<file path="src/rtl/car_motion.sv">
// car_motion: key-driven car physics with frame-paced position integration and wall handling
module car_motion #(
  parameter int W = 11,
  parameter int VW = 8,
  parameter int SCREEN_W = 1024,
  parameter int SCREEN_H = 768,
  parameter int CAR_W = 64,
  parameter int CAR_L = 64,
  parameter int MARGIN = 5,
  parameter int SPEED_MAX = 50,
  parameter int ACCEL = 1,
  parameter int FRICTION = 1,
  parameter int FRAME_DIV = 1,
  parameter int BOUNCE = 0,
  parameter int X_INIT = 300,
  parameter int Y_INIT = 250
) (
  input  logic          pclk,
  input  logic          rst,
  input  logic          frame_ended,
  input  logic          enable,
  input  logic [3:0]    key,
  output logic [W-1:0]  xpos,
  output logic [W-1:0]  ypos,
  output logic [VW-1:0] xspeed,
  output logic [VW-1:0] yspeed,
  output logic          wall_hit,
  output logic          update_done
);
  localparam int DW = FRAME_DIV > 1 ? $clog2(FRAME_DIV) : 1;
  localparam logic [DW-1:0] DIV_LAST = DW'(FRAME_DIV - 1);
  localparam logic signed [VW:0] ACC = (VW+1)'(ACCEL);
  localparam logic signed [VW:0] FRI = (VW+1)'(FRICTION);
  localparam logic signed [VW:0] SMAX = (VW+1)'(SPEED_MAX);
  localparam logic signed [W+1:0] LO_S = (W+2)'(MARGIN);
  localparam logic signed [W+1:0] XHI_S = (W+2)'(SCREEN_W - CAR_W);
  localparam logic signed [W+1:0] YHI_S = (W+2)'(SCREEN_H - CAR_L);
  localparam logic [W-1:0] LO_P = W'(MARGIN);
  localparam logic [W-1:0] XHI_P = W'(SCREEN_W - CAR_W);
  localparam logic [W-1:0] YHI_P = W'(SCREEN_H - CAR_L);
  typedef enum logic [1:0] {IDLE, VEL, POS, WALL} state_t;
  state_t state_q, state_d;
  logic fe_q, fe_d;
  logic [DW-1:0] div_cnt_q, div_cnt_d;
  logic [W-1:0] xpos_q, xpos_d, ypos_q, ypos_d;
  logic [VW-1:0] xspeed_q, xspeed_d, yspeed_q, yspeed_d;
  logic signed [W+1:0] xc_q, xc_d, yc_q, yc_d;
  logic wall_hit_q, wall_hit_d, update_done_q, update_done_d;
  logic cnt_en, wrap, tick, x_lo, x_hi, y_lo, y_hi;
  assign cnt_en = frame_ended & ~fe_q & enable;
  assign wrap = div_cnt_q == DIV_LAST;
  assign tick = cnt_en & wrap;
  assign x_lo = xc_q < LO_S;
  assign x_hi = xc_q > XHI_S;
  assign y_lo = yc_q < LO_S;
  assign y_hi = yc_q > YHI_S;
  // Wide arithmetic keeps accel/friction from wrapping before the saturation clamp
  function automatic logic [VW-1:0] vel_next(input logic [VW-1:0] v, input logic neg, input logic pos);
    logic signed [VW:0] w, r;
    w = $signed({v[VW-1], v});
    r = (neg & ~pos) ? w - ACC : (pos & ~neg) ? w + ACC : (w > FRI) ? w - FRI : (w < -FRI) ? w + FRI : '0;
    r = (r > SMAX) ? SMAX : (r < -SMAX) ? -SMAX : r;
    return r[VW-1:0];
  endfunction
  // State register
  always_ff @(posedge pclk) begin
    if (rst) state_q <= IDLE;
    else state_q <= state_d;
  end
  // Ticks start an update only from IDLE; the rest of the pipeline advances unconditionally
  always_comb begin
    state_d = state_q == IDLE ? (tick ? VEL : IDLE) : state_q == VEL ? POS : state_q == POS ? WALL : IDLE;
  end
  // Divider, velocity, candidate position and wall resolution per state
  always_comb begin
    fe_d = frame_ended;
    div_cnt_d = cnt_en ? (wrap ? '0 : div_cnt_q + DW'(1)) : div_cnt_q;
    xspeed_d = xspeed_q;
    yspeed_d = yspeed_q;
    xc_d = xc_q;
    yc_d = yc_q;
    xpos_d = xpos_q;
    ypos_d = ypos_q;
    wall_hit_d = 1'b0;
    update_done_d = 1'b0;
    if (state_q == VEL) begin
      xspeed_d = vel_next(xspeed_q, key[2], key[3]);
      yspeed_d = vel_next(yspeed_q, key[0], key[1]);
    end
    if (state_q == POS) begin
      xc_d = $signed({2'b00, xpos_q}) + $signed({{(W+2-VW){xspeed_q[VW-1]}}, xspeed_q});
      yc_d = $signed({2'b00, ypos_q}) + $signed({{(W+2-VW){yspeed_q[VW-1]}}, yspeed_q});
    end
    if (state_q == WALL) begin
      xpos_d = x_lo ? LO_P : x_hi ? XHI_P : xc_q[W-1:0];
      ypos_d = y_lo ? LO_P : y_hi ? YHI_P : yc_q[W-1:0];
      xspeed_d = (x_lo | x_hi) ? (BOUNCE != 0 ? -xspeed_q : '0) : xspeed_q;
      yspeed_d = (y_lo | y_hi) ? (BOUNCE != 0 ? -yspeed_q : '0) : yspeed_q;
      wall_hit_d = x_lo | x_hi | y_lo | y_hi;
      update_done_d = 1'b1;
    end
  end
  // Datapath registers; reset mid-update discards the update in flight
  always_ff @(posedge pclk) begin
    if (rst) begin
      fe_q <= 1'b0;
      div_cnt_q <= '0;
      xpos_q <= W'(X_INIT);
      ypos_q <= W'(Y_INIT);
      xspeed_q <= '0;
      yspeed_q <= '0;
      xc_q <= '0;
      yc_q <= '0;
      wall_hit_q <= 1'b0;
      update_done_q <= 1'b0;
    end else begin
      fe_q <= fe_d;
      div_cnt_q <= div_cnt_d;
      xpos_q <= xpos_d;
      ypos_q <= ypos_d;
      xspeed_q <= xspeed_d;
      yspeed_q <= yspeed_d;
      xc_q <= xc_d;
      yc_q <= yc_d;
      wall_hit_q <= wall_hit_d;
      update_done_q <= update_done_d;
    end
  end
  assign xpos = xpos_q;
  assign ypos = ypos_q;
  assign xspeed = xspeed_q;
  assign yspeed = yspeed_q;
  assign wall_hit = wall_hit_q;
  assign update_done = update_done_q;
endmodule

</file>
<file path="config.mk">
export PLATFORM = sky130hd
export DESIGN_NAME = car_motion
export DESIGN_NICKNAME = d
export VERILOG_FILES = /design/src/rtl/car_motion.sv
export SDC_FILE = /design/constraint.sdc
export NUM_CORES = 1
export LEC_CHECK = 0
export CORE_ASPECT_RATIO = 1.4
export CORE_MARGIN = 8
export CORE_UTILIZATION = 53
export DETAILED_ROUTE_END_ITERATION = 8
export PLACE_DENSITY = 0.88
export SETUP_SLACK_MARGIN = 0.15
export SYNTH_ARGS = -nofsm -noshare
export SYNTH_HDL_FRONTEND = slang
export SYNTH_SLANG_ARGS = --single-unit
</file>
<file path="constraint.sdc">
create_clock -name pclk -period 2.5 [get_ports pclk]
set_input_delay 0.625 -clock pclk [delete_from_list [all_inputs] [get_ports pclk]]
set_output_delay 0.625 -clock pclk [all_outputs]
set_load 0.02 [all_outputs]
</file>
Word-level counts from Yosys, hierarchy flattened. Index checks and enable logic that the tools add are counted.

Register bits: 70. Bits of input ports: 8. Output and inout bits: 40. Logic and storage cells: 86.

Add/sub/neg operators: 7. Order comparisons: 12. Eq/ne operators: 5. Multiplexer cells: 28. Bitwise logic cells: 18. Reductions and logical operators: 5.

Operators with widths (number): 2-to-1 mux 8 bit (10); 2-to-1 mux 9 bit (8); 2-to-1 mux 11 bit (4); adder 12 x 8 -> 13 bit (2); > comparator 13 x 11 -> 1 bit (second input constant) (2); less-than comparator 13 x 4 -> 1 bit (second input constant) (2); adder 8 x 2 -> 9 bit (second input constant) (2); > comparator 9 x 7 -> 1 bit (second input constant) (2); less-than comparator 9 x 7 -> 1 bit (second input constant) (2); subtractor 8 x 2 -> 9 bit (second input constant) (2); > comparator 8 x 2 -> 1 bit (second input constant) (2); less-than comparator 8 x 1 -> 1 bit (second input constant) (2); AND 1 bit (7); inverter 1 bit (7); 2-to-1 mux 2 bit (3); == test 2 bit (second input constant) (2); != test 2 x 1 -> 1 bit (second input constant) (2); OR 1 bit (4); AND reduction 2 bit (2); 2-to-1 mux 1 bit (3); == test 2 x 1 -> 1 bit (second input constant) (1); zero test 2 bit (1); nonzero test 2 bit (1); OR reduction 2 bit (1); adder 1 bit (second input constant) (1).

Longest topological paths before layout.
Depth in word-level cells: 10. Gate-level depth with buffers: 12. Gate-level depth less buffers: 11.

Worst setup path before layout. OpenSTA, ideal clock, no wires.

Path kind: flip-flop to flip-flop. From: register yspeed_q[1] (netlist: yspeed[1]). To: register yspeed_q[1] (netlist: yspeed[1]). Arrival: 2.620 ns. Required time: 2.383 ns. Slack: -0.237 ns. Stages on the path, launching flop included: 12. Path buffers: 1. Period minus slack after synthesis: 2.737 ns. Path through: dfxtp_1 clkbuf_1 inv_1 ha_1 o21ba_2 nor4_4 nor2_2 a221oi_1 o311a_1 o31a_1 nand3b_1 a22o_1.

Word-level cells in the longest chain between the ends: 10. Elaborated cells between the ends (all ways): 14. Classes of those cells: add/sub: 2; order compare: 4; mux: 8.

RTL lines: start, declared (RTL line 46) `logic [VW-1:0] xspeed_q, xspeed_d, yspeed_q, yspeed_d;`; start signal, assigned (RTL line 122) `yspeed_q <= yspeed_d;`; adder 8 x 2 -> 9 bit / less-than comparator 8 x 1 -> 1 bit (equally long branches) (RTL line 61) `r = (neg & ~pos) ? w - ACC : (pos & ~neg) ? w + ACC : (w > FRI) ? w - FRI : (w < -FRI) ? w + FRI : '0;`; 2-to-1 mux 9 bit (3 in a row) (RTL line 61); 2-to-1 mux 9 bit * (RTL line 61); less-than comparator 9 x 7 -> 1 bit (RTL line 62) `r = (r > SMAX) ? SMAX : (r < -SMAX) ? -SMAX : r;`; 2-to-1 mux 8 bit (RTL line 62); 2-to-1 mux 8 bit * (RTL line 62); 2-to-1 mux 8 bit * (RTL line 86) `if (state_q == VEL) begin`; 2-to-1 mux 8 bit * (RTL line 94) `if (state_q == WALL) begin`.

Every way passes the cells marked *; elsewhere a longest branch is shown, timed or not. The select of a mux whose other input is x is not followed. A chain may end at the register's enable or synchronous reset.

Worst setup path after layout.
From: register yspeed_q[5] (netlist: yspeed[5]). To: register yspeed_q[2] (netlist: yspeed[2]).

The elaborated chain is that of the path after synthesis.

==> impl_metrics.ini <==
[outcome]
status = finished, violations left
violations = negative setup slack

[critical_path]
cp_max_fo = 4
cp.buffers_inverters = 0
crit_type = reg2reg
arrival_ps = 2780
r2r_setup_slack_ps = -30
slowest_stage = mux4_2
crit_chain = or3_4, nor4_4, nor3_1, mux4_2, a21o_1, a31oi_4, nand2_2, o21ai_1
worst_r2r_endpoint = yspeed[2]$_SDFFE_PP0P_
cpPeakStageDelay_ps = 460
cp.required_ps = 2750
cp_top_family = simple AND/OR/NAND/NOR gates
reg2reg_depth = 8
worstSetupStartpointType = flip-flop
timing.rr.start = yspeed[5]$_SDFFE_PP0P_
crit_path_end_kind = flip-flop

[sta]
slew_headroom_pct = 59.36
fin_crit_sh_pct = 101.2
drv_slew = 0
rsz0062_at_grt = true
max_freq_mhz = 395.1
hold_viol = 0
finalSetupViolations = 5
clock_skew_ps = 11.90
period_minus_slack_ps = 2531
worstMarginPinSlew_ps = 609.7
fin_ws_ps = -30.72

[detailed_routing]
final_antenna_net_count = 0
drt_iter0_markers = 755
drcViolationCount = 0
routedWlPerCell_um = 23.81
routed_wl_mm = 22.24
firstDrtPassIters = 8
viasPerCell = 6.857
vias = 6404

[clocking]
clk_pin_slew_worst_paths_ps = 60
clk_latency_ps = 350
clockBufferDepth = 2
h-tree-depth = 3
hold_buffers = 0
cts_sinks = 69
numCtsBuffers = 9
cts_tree = yes
cts_root_buffer = clkbuf_16

[floorplan]
rows = 42
core_area_um2 = 9407
die-area_um2 = 13110
initial_core_util_pct = 54.43
fp.dieW_um = 99.07
pin_count = 48
die_h_um = 132.3

[final_layout]
drive_above_1_share_pct = 36.17
fin_util_pct = 83.05
area_delta_synth_final_pct = 52.59
diodes = 0
nets = 864

[global_route]
antenna_found_initial = 0
grt_pass1_wl_mm = 29.37
grt_usage_pct = 27.60
grt_pass1_vias = 6101
grt_max_degree = 35
grt_overflow = 0

[yosys]
synthArstFlopShare_pct = 0
synth_flop_cell = dfxtp_1
synth_cells = 659
ys_ff_latch = 69
synth_edf_count = 0
syn_area_um2 = 5120
syn_avg_cell_area_um2 = 7.769
ys_seq_area_share_pct = 26.98
syn-num-nets = 704
yosys.cell_types.count = 78
yosysWarnings = 0

[placed_design]
gp_congestion = 0.9328
io_buffers = 47
dpl.hpwl_mm = 12.42

[pwr]
power_leakage_nw = 3.132
irDropWorstVdd_mv = 0.4291
p_total_mw = 4.068
p_per_area_nw_per_um2 = 520.8

[hold_path]
hp-class = reg2reg
hold_depth = 2
hold_end = xpos[7]$_SDFFE_PP0P_
hp-start = xpos[7]$_SDFFE_PP0P_

[run]
maxCapViolations = 0
kinds of logic (layout without fill, tap and decap cells):
kind of cell / Yosys count / in the layout / synth area share (%)
buffers and inverters: 63 / 228 / 5.059
multiplexers: 22 / 22 / 4.545
XOR/XNOR: 30 / 30 / 5.132
adder cells (fa/ha/maj): 37 / 37 / 9.335
AO/OA/AOI/OAI: 185 / 185 / 24.76
flip-flops: 69 / 69 / 26.98
AND/OR/NAND/NOR: 253 / 253 / 24.19
layer usage:
metal | share of wire, % | vias up | routed length, µm | global-route usage [%]
li1 | - | 2720 | - | -
met1 | 32 | 2960 | 7222 | 26.47
met2 | 50 | 538 | 11160 | 50.08
met3 | 8.9 | 186 | 1971 | 4.968
met4 | 8.4 | 0 | 1878 | 22.21
met5 | 0 | - | 0 | 0
sequential cells by signal, summed over array words and instances (netlist names):
name and count:
wall_hit 1, update_done 1, yc_q 13, xspeed 8, fe_q 1, yspeed 8
ypos 11, xpos 11, state_q 2, xc_q 13
cells in the final DEF (no fill, tap or decap), types with 5 or more instances in the layout:
| master | synthesis | final |
|---|---|---|
| clkdlybuf4s50_1 | 0 | 41 |
| a21oi_1 | 51 | 41 |
| a31oi_1 | 15 | 13 |
| buf_4 | 1 | 118 |
| xor2_1 | 7 | 7 |
| o21ai_0 | 27 | 18 |
| and2_1 | 5 | 5 |
| nor2_4 | 0 | 7 |
| buf_6 | 1 | 19 |
| dfxtp_2 | 0 | 8 |
| clkbuf_16 | 0 | 10 |
| inv_1 | 24 | 20 |
| mux2i_1 | 21 | 21 |
| nor2_1 | 74 | 64 |
| xnor2_1 | 23 | 19 |
| dfxtp_4 | 0 | 7 |
| a211oi_1 | 10 | 6 |
| a21o_1 | 9 | 9 |
| o31ai_2 | 2 | 5 |
| nor4_1 | 5 | 5 |
| nand2_1 | 52 | 50 |
| nor3_1 | 31 | 24 |
| nor2b_1 | 9 | 5 |
| ha_4 | 0 | 9 |
| ha_1 | 35 | 25 |
| nand3_1 | 27 | 25 |
| a21oi_2 | 1 | 9 |
| nand2b_1 | 15 | 12 |
| a221oi_2 | 0 | 5 |
| o21ai_2 | 0 | 8 |
| dfxtp_1 | 69 | 54 |
cell usage after synthesis (3+ instances only):
master,number,share of area (%)
dfxtp_1,69,27
o2111ai_1,3,0.51
nor2b_1,9,1.1
o211ai_1,3,0.44
o21ai_1,4,0.39
a21boi_0,3,0.44
a21o_1,9,1.3
a211oi_1,10,1.5
nand2b_1,15,1.8
clkbuf_1,25,1.8
and2_1,5,0.61
nor3_1,31,3.0
a21oi_1,51,5.0
or4_1,4,0.59
nor4_1,5,0.61
xor2_1,7,1.2
o22ai_1,4,0.49
a22oi_1,3,0.44
nand2_1,52,3.8
o31ai_1,9,1.3
a22o_1,3,0.51
a221oi_1,9,1.5
a31oi_1,15,1.8
a32o_1,3,0.59
nand4_1,3,0.37
ha_1,35,8.6
and3_1,4,0.49
o21ai_0,27,2.6
o21bai_1,3,0.44
or2_2,4,0.49
or3_1,5,0.61
xnor2_1,23,3.9
buf_2,8,0.78
nor2_1,74,5.4
nand3_1,27,2.6
mux2i_1,21,4.1
inv_1,24,1.8
tightest hold or removal path: stages (launching register included):
cell     delay [ps]
dfxtp_1         330
nand2_1          60
nand2_1          40
layout make-up:
type / instances / area [µm²]
inverters: 26 / 103.9
clock inverters: 6 / 91.34
clock buffers: 10 / 250.2
repair buffers: 186 / 1588
multi-input cells: 527 / 4224
well taps: 110 / 137.6
flip-flops and latches: 69 / 1418
fillers: 495 / 1594
per-stage QoR:
| stage | hold slack, ps | instances | setup TNS (ps) | worst slack [ps] | cell area (µm²) |
|---|---|---|---|---|---|
| floorplan | 448.1 | 659 | 0 | 62.70 | 5196 |
| global placement | 459.6 | 869 | -6708 | -527.2 | 6312 |
| detailed placement | 463.3 | 869 | -8419 | -635.3 | 6312 |
| CTS | 471.6 | 905 | -29.66 | -29.66 | 7189 |
| global route | 487.4 | 934 | -935.7 | -179.5 | 7812 |
| finish | 476.6 | 934 | -104.6 | -30.72 | 7812 |
timing repair:
action	4_1_cts	5_1_grt
hold endpoints to repair	0	0
endpoints found under the setup margin	31	28
pin swaps	34	57
resized for setup	92	97
setup buffers	20	29
worst max path at each step:
stage | start | depth (start not counted) | slack (ps) | to
after global placement | key[2] | 9 | -530 | xspeed[0]$_SDFFE_PP0P_
final | yspeed[5]$_SDFFE_PP0P_ | 8 | -30 | yspeed[2]$_SDFFE_PP0P_
after floorplan | yspeed[1]$_SDFFE_PP0P_ | 11 | 60 | yspeed[1]$_SDFFE_PP0P_
after detailed placement | key[2] | 9 | -640 | xspeed[0]$_SDFFE_PP0P_
after global routing | yspeed[0]$_SDFFE_PP0P_ | 11 | -180 | yspeed[0]$_SDFFE_PP0P_
after CTS | yspeed[0]$_SDFFE_PP0P_ | 10 | -30 | yspeed[0]$_SDFFE_PP0P_
power breakdown:
group / internal, mW / switching [mW] / leakage (nW)
sequential: 1.11 / 0.0291 / 0.565
combinational: 0.710 / 0.751 / 2.40
clock: 0.939 / 0.527 / 0.168
(Power assumes the default switching activity.)
